--- config.mk ---
export PLATFORM = sky130hd
export DESIGN_NAME = imem_sync
export DESIGN_NICKNAME = d
export VERILOG_FILES = /design/src/rtl/imem_sync.sv
export SDC_FILE = /design/constraint.sdc
export NUM_CORES = 2
export LEC_CHECK = 0
export CAP_MARGIN = 15
export CORE_MARGIN = 5
export CORE_UTILIZATION = 55
export CTS_BUF_LIST = sky130_fd_sc_hd__clkbuf_8
export DETAILED_ROUTE_END_ITERATION = 8
export PLACE_DENSITY = 0.75
export REMOVE_ABC_BUFFERS = 1
export SYNTH_ARGS = -nofsm -noshare
export SYNTH_HDL_FRONTEND = slang
export SYNTH_SLANG_ARGS = --single-unit
--- constraint.sdc ---
create_clock -name clk -period 11.41 [get_ports clk]
set_clock_uncertainty 0.15 [all_clocks]
set_input_delay 2.282 -clock clk [delete_from_list [all_inputs] [get_ports clk]]
set_output_delay 2.282 -clock clk [all_outputs]
set_load 0.01 [all_outputs]
--- src/rtl/imem_sync.sv ---
// imem_sync: synchronous, writable instruction memory with a req/ready/valid
// fetch handshake, WAIT_STATES extra cycles of latency, and a run-time loader
// write port. After reset the array is walked and zero-filled (MIPS nop)
// before the block reports ready.
//
// Optional build macro: IMEM_PARITY_EN
//   defined   - each word keeps an even-parity bit; parity_err_o flags a
//               mismatch on legal fetches (com_o is still delivered).
//   undefined - no parity storage; parity_err_o is constant 0.
module imem_sync #(
  parameter int unsigned DEPTH       = 64,
  parameter int unsigned WAIT_STATES = 1
) (
  input  logic        clk,
  input  logic        rst_n,
  input  logic        req_i,
  input  logic [31:0] addr_i,
  output logic        ready_o,
  output logic        valid_o,
  output logic [31:0] com_o,
  output logic        fault_o,
  input  logic        ld_we_i,
  input  logic [31:0] ld_addr_i,
  input  logic [31:0] ld_data_i,
  output logic        ld_err_o,
  output logic        parity_err_o
);

  localparam int unsigned AW = $clog2(DEPTH);

  localparam logic [1:0] S_CLEAR = 2'd0;
  localparam logic [1:0] S_IDLE  = 2'd1;
  localparam logic [1:0] S_WAIT  = 2'd2;
  localparam logic [1:0] S_RESP  = 2'd3;

  localparam logic [2:0] WAIT_LAST = (WAIT_STATES == 0) ? 3'd0 : 3'(WAIT_STATES - 1);

  // A byte address is legal when word aligned and its word index is in range.
  function automatic logic addr_legal(input logic [31:0] a);
    return (a[1:0] == 2'b00) && (a[31:2] < 30'(DEPTH));
  endfunction

  logic [31:0]   mem_q [DEPTH];

  logic [1:0]    state_q,    state_d;
  logic [AW-1:0] clr_cnt_q,  clr_cnt_d;
  logic [2:0]    wait_cnt_q, wait_cnt_d;
  logic [AW-1:0] idx_q,      idx_d;
  logic          ok_q,       ok_d;
  logic          valid_q,    valid_d;
  logic [31:0]   com_q,      com_d;
  logic          fault_q,    fault_d;
  logic          ld_err_q,   ld_err_d;
  logic          perr_q,     perr_d;

  logic          mem_we;
  logic [AW-1:0] mem_waddr;
  logic [31:0]   mem_wdata;

`ifdef IMEM_PARITY_EN
  logic [DEPTH-1:0] par_q;
`endif

  // Next-state, array write port selection and response generation.
  always_comb begin
    state_d    = state_q;
    clr_cnt_d  = clr_cnt_q;
    wait_cnt_d = wait_cnt_q;
    idx_d      = idx_q;
    ok_d       = ok_q;
    valid_d    = 1'b0;
    com_d      = com_q;
    fault_d    = fault_q;
    ld_err_d   = 1'b0;
    perr_d     = 1'b0;
    mem_we     = 1'b0;
    mem_waddr  = clr_cnt_q;
    mem_wdata  = '0;

    case (state_q)
      S_CLEAR: begin
        mem_we    = 1'b1;
        mem_waddr = clr_cnt_q;
        mem_wdata = '0;
        clr_cnt_d = clr_cnt_q + 1'b1;
        // DEPTH is a power of two, so the last index is all ones.
        if (&clr_cnt_q) begin
          state_d = S_IDLE;
        end
      end
      S_IDLE: begin
        if (ld_we_i) begin
          if (addr_legal(ld_addr_i)) begin
            mem_we    = 1'b1;
            mem_waddr = ld_addr_i[AW+1:2];
            mem_wdata = ld_data_i;
          end else begin
            ld_err_d = 1'b1;
          end
        end else if (req_i) begin
          idx_d      = addr_i[AW+1:2];
          ok_d       = addr_legal(addr_i);
          wait_cnt_d = '0;
          state_d    = (WAIT_STATES == 0) ? S_RESP : S_WAIT;
        end
      end
      S_WAIT: begin
        if (wait_cnt_q == WAIT_LAST) begin
          state_d = S_RESP;
        end else begin
          wait_cnt_d = wait_cnt_q + 1'b1;
        end
      end
      default: begin
        valid_d = 1'b1;
        if (ok_q) begin
          com_d   = mem_q[idx_q];
          fault_d = 1'b0;
`ifdef IMEM_PARITY_EN
          perr_d  = (^mem_q[idx_q]) != par_q[idx_q];
`endif
        end else begin
          com_d   = '0;
          fault_d = 1'b1;
        end
        state_d = S_IDLE;
      end
    endcase
  end

  // Control and output registers with synchronous active-low reset.
  always_ff @(posedge clk) begin
    if (!rst_n) begin
      state_q    <= S_CLEAR;
      clr_cnt_q  <= '0;
      wait_cnt_q <= '0;
      idx_q      <= '0;
      ok_q       <= 1'b0;
      valid_q    <= 1'b0;
      com_q      <= '0;
      fault_q    <= 1'b0;
      ld_err_q   <= 1'b0;
      perr_q     <= 1'b0;
    end else begin
      state_q    <= state_d;
      clr_cnt_q  <= clr_cnt_d;
      wait_cnt_q <= wait_cnt_d;
      idx_q      <= idx_d;
      ok_q       <= ok_d;
      valid_q    <= valid_d;
      com_q      <= com_d;
      fault_q    <= fault_d;
      ld_err_q   <= ld_err_d;
      perr_q     <= perr_d;
    end
  end

  // Storage array (not reset; the CLEAR walk rewrites it after every reset).
  always_ff @(posedge clk) begin
    if (rst_n && mem_we) begin
      mem_q[mem_waddr] <= mem_wdata;
`ifdef IMEM_PARITY_EN
      par_q[mem_waddr] <= ^mem_wdata;
`endif
    end
  end

  assign ready_o      = (state_q == S_IDLE);
  assign valid_o      = valid_q;
  assign com_o        = com_q;
  assign fault_o      = fault_q;
  assign ld_err_o     = ld_err_q;
  assign parity_err_o = perr_q;

endmodule

# Word-level counts from Yosys, hierarchy flattened
# Memory sizes are Yosys's and may differ from the RTL's. A register that Yosys moved wholly into a read port is not among the register bits.
# Index checks and enable logic that the tools add are counted.
# W data, S select, Z words.
[word_totals]
word_cells = 62
memories = 1
latchBits = 0
output_inout_bits = 37
mem_bits_ro = 0
mem_bits_rw = 2048
register_bits = 53
[classes]
n_addsub = 2
n_eq_ne = 7
order_cmp = 2
n_mul = 0
reduce_logical = 14
bitwise = 1
n_div = 0
muxes = 26
n_shift = 0
[mem_list]
columns = ["memory", "depth", "width", "rd", "rd_ports_with_merged_regs", "write_ports", "line_no", "text"]
rows = [
  ["mem_q", 64, 32, 1, 1, 1, "43", "logic [31:0] mem_q [DEPTH];"],
]
[op_table]
columns = ["cell", "n"]
rows = [
  ["$mux W32", 4],
  ["$lt A30 B7 Y1 const B", 2],
  ["$mux W6", 5],
  ["$ne A2 B2 Y1 const B", 5],
  ["$mux W3", 3],
  ["$mux W2", 4],
  ["$reduce_and A4 Y1", 2],
  ["$mux W1", 7],
  ["$add A6 B1 Y6 const B", 1],
  ["$logic_not A2 Y1", 3],
  ["$pmux W2 S3", 1],
  ["$pmux W3 S2", 1],
  ["$reduce_and A3 Y1", 2],
  ["$reduce_and A6 Y1", 1],
  ["$add A3 B1 Y3 const B", 1],
  ["$logic_and A1 B1 Y1", 3],
  ["$logic_not A3 Y1", 1],
  ["$reduce_or A3 Y1", 1],
  ["$eq A2 B1 Y1 const B", 1],
  ["$eq A2 B2 Y1 const B", 1],
  ["$pmux W1 S2", 1],
  ["$reduce_bool A2 Y1", 1],
  ["$not A1 Y1", 1],
]

# Longest topological paths before layout
[depth]
ltp_word = 8
ltp_mapped = 10

# Worst setup path before layout
# OpenSTA, ideal clock, no wires.
[synth_path]
path_kind = "input port to flip-flop"
startpoint = "input ld_addr_i[27]"
endpoint = "memory mem_q[18][0] (enable)"
required_time_ns = 10.758
setup_slack_ns = 3.780
path_stages = 7
n_path_buf = 2
setup_time_ns = 0.502
arrival_time_ns = 6.978
path_cell_list = "nor4_1 -> nand4_1 -> nor3_2 -> buf_6 -> mux2_2 -> buf_2 -> nor4_1"
[synth_between]
elab_chain_len = 8
word_cells_on_any_way = 11
[synth_lines]
columns = ["element", "line_no", "text"]
rows = [
  ["start, declared", "23", "input logic [31:0] ld_addr_i,"],
  ["$lt A30 B7 Y1 (*)", "40", "return (a[1:0] == 2'b00) && (a[31:2] < 30'(DEPTH));"],
  ["$logic_and A1 B1 Y1 (*)", "40", ""],
  ["$mux W1", "93", "if (addr_legal(ld_addr_i)) begin"],
  ["$mux W1", "92", "if (ld_we_i) begin"],
  ["$pmux W1 S2", "80", "case (state_q)"],
  ["$logic_and A1 B1 Y1", "160", "if (rst_n && mem_we) begin"],
  ["$mux W1", "160", ""],
  ["$mux W1 (not written as such)", "161", "mem_q[mem_waddr] <= mem_wdata;"],
  ["end, declared", "43", ""],
]
# Every way passes the cells marked *; elsewhere a longest branch is shown, timed or not.

# Final worst setup path
[layout_path]
startpoint = "input ld_addr_i[15]"
endpoint = "memory mem_q[24][2] (enable)"
# Same word-level chain as after synthesis.

==> metrics.yaml <==
cts:
  postCtsSetupBuffers: 0
  cts_root_buf: "clkbuf_8"
  clk_pin_slew_ns: 0.06
  cts_resized: 0
  clock-sinks: 2107
  h-tree-depth: 5
  clockBufferDepth: 4
  holdBufCountCts: 0
  insertion_delay_ns: 1.03
  cts_tree: "built"
  cts_buffers: 331
synthesis:
  ys_seq_elements: 2107
  yosysTopAreaCellShare_pct: 75.3
  synth_seq_area_share_pct: 76.8
  synth_top_area_cell: "edfxtp_1"
  netlist_instances: 3817
  ys_top_cells_by_count: "edfxtp_1 (2048), mux4_2 (475), mux2i_1 (130)"
  ys_types: 74
  synth.most_common_cell: "edfxtp_1"
  postSynth.asyncResetShare_pct: 0
  yosysWarningCount: 0
  synth_area_mm2: 0.0816
  ys.flop_type: "edfxtp_1"
  synth_edf_count: 2048
  synth_area_leaders: "edfxtp_1 (75%), mux4_2 (13%), mux2i_1 (1.6%)"
  syn_area_per_cell_um2: 21.4
floorplanning:
  fp.dieW_um: 395
  boundaryPins: 137
  die_area_mm2: 0.156
  coreArea_mm2: 0.148
  die_h_um: 395
  row_count: 141
  initial_core_util_pct: 55.3
worst_setup_path:
  worstSetupPathType: "in -> reg"
  crit_slowest_cell: "buf_4"
  endpoint_kind: "flip-flop"
  arrival_ns: 6.19
  cp_max_fo: 46
  cp_common_cell: "buf_4"
  startpoint: "ld_addr_i[15]"
  crit_path_max_incr_delay_ns: 0.73
  cp-start-kind: "primary input"
  required_ns: 11.91
  path_cells: "clkdlybuf4s50_1 > nor4_1 > nand3_1 > nor3_4 > buf_4 > mux2i_1 > buf_4 > nor4_2 > buf_4"
finish:
  drive_gt1_share_pct: 27.0
  ff_latch_area_mm2: 0.0627
  fin_nets: 4329
  fillers: 9633
  fin_area_mm2: 0.0918
  multi_input_area_mm2: 0.0181
  syn2layout_area_growth_pct: 12.4
status:
  status: "completed"
placement:
  place_congestion: 0.857
  dpl_cell_area_mm2: 0.0858
  dpl.hpwl_mm: 123
  port_buffers: 135
  post-place-ws_ns: 4.61
detailed_routing:
  routed_wl_mm: 210
  vias: 42400
  viasPerCell: 6.62
  drt_iter0_drc: 6129
  wire_per_inst_um: 32.9
  drtPass1Iterations: 5
  drcViolationCount: 0
  ant_nets: 0
grt:
  grt_pass1_vias: 42600
  grt.total_usage_pct: 27.0
  antenna_found_initial: 3
  grt_first_pass_wirelength_mm: 303
  grt-ovfl-total: 0
  grt_max_degree: 100
sta:
  layout_min_cycle_time_ns: 5.68
  relSlewSlack_pct: 22.4
  worst_pin_slew_ns: 1.16
  setup_viol: 0
  layout_setup_ws_ns: 5.73
  final-hold-violation-count: 0
  rsz0062_at_grt: "false"
  slew_viol_final: 0
  finalCritPeriodShare_pct: 49.8
  max_freq_mhz: 176
power:
  vdd_drop_max_uv: 166
  leakage_uw: 0.0297
  finalPower_uw: 15200
  powerDensity_mw_per_mm2: 166
worst_hold_path:
  hp-start: "com_o[31]"
  hold_class: "reg -> reg"
flow_run:
  max_cap_violations: 0
-- stage by stage --
step | std cells | hold slack, ns | setup TNS [ns] | utilization (%)
floorplan | 3605 | 0.317 | -333.86 | -
global placement | 5811 | 0.332 | 0 | 58.1
detailed placement | 5811 | 0.345 | 0 | 58.1
CTS | 6388 | 0.363 | 0 | 62.1
global route | 6398 | 0.391 | 0 | 62.1
finish | 6400 | 0.358 | 0 | 62.1
-- cell usage in the layout, fill, tap and decap left out, drive strengths merged, types with 5 or more instances in the layout --
cell and instances:
edfxtp 2048, mux4 475, clkbuf 350, buf 148
clkdlybuf4s50 135, mux2i 132, nand2 128, inv 120
clkinv 108, nor4 83, nor2 73, o22ai 69
dfxtp 59, mux2 56, and2 42, o21ai 42
a211oi 41, nor2b 37, nand3 31, nor3 31
a22oi 25, a21oi 23, nand2b 18, o211ai 15
and3 14, a221oi 12, a32o 12, a31oi 11
nand4 10, o221ai 8, ha 8, clkinvlp 8
nand3b 8, a2111oi 7, diode 5
-- state kept, by name, summed over array words and instances (netlist names), named ones only --
register / cells
mem_q: 2048
com_o: 32
wait_cnt_q: 3
clr_cnt_q: 6
ok_q: 1
fault_o: 1
valid_o: 1
state_q: 2
idx_q: 6
ld_err_o: 1
-- worst max-delay path: cells and delay by family --
kind,cells,cell delay (ns)
buffers and inverters,4,1.96
and+or+nand+nor,4,1.53
muxes,1,0.32
-- metal layers --
layer | part of all wire, % | wire length [µm] | global-route usage (%) | vias up
met2 | 48 | 100000 | 42.3 | 3018
met4 | 4.5 | 9430 | 10.6 | 0
met1 | 36 | 74700 | 36.9 | 21900
li1 | - | - | - | 17000
met5 | 0 | 0 | 0 | -
met3 | 12 | 26000 | 7.33 | 474
-- path summary, 6_finish.rpt --
path	to	slack, ns	cells after the start
worst max-delay path	mem_q[24][2]	5.73	9
worst min-delay path	com_o[31]	0.36	2
worst max register to register	com_o[10]	6.77	7
worst min register to register	com_o[31]	0.36	2
-- layout make-up --
class	instances	area share [%]
Sequential cell	2107	68.3
Clock buffer	350	5.25
Multi-Input combinational cell	1485	19.8
Tap cell	1930	2.63
Clock inverter	227	1.14
Inverter	13	0.0545
Timing Repair Buffer	283	2.83
Antenna cell	5	0.0136
-- cells by family after synthesis --
logic type                 Yosys count  synth area share [%]
AOI/OAI and AO/OA                  305                  2.66
and+or+nand+nor                    503                  3.26
muxes                              663                  15.5
xor gates and xnor gates             5                0.0536
DFF                               2107                  76.8
other                                1               0.00459
adders and majority gates            8                 0.123
buffers and inverters              225                  1.61
-- power breakdown --
part | leakage [µW] | switching, µW | internal [µW]
Sequential | 0.0204 | 49.7 | 8470
Combinational | 0.00592 | 597 | 338
Clock | 0.00340 | 2820 | 2910
Total | 0.0297 | 3470 | 11700
Note: power is estimated with default switching activity, not from simulation.
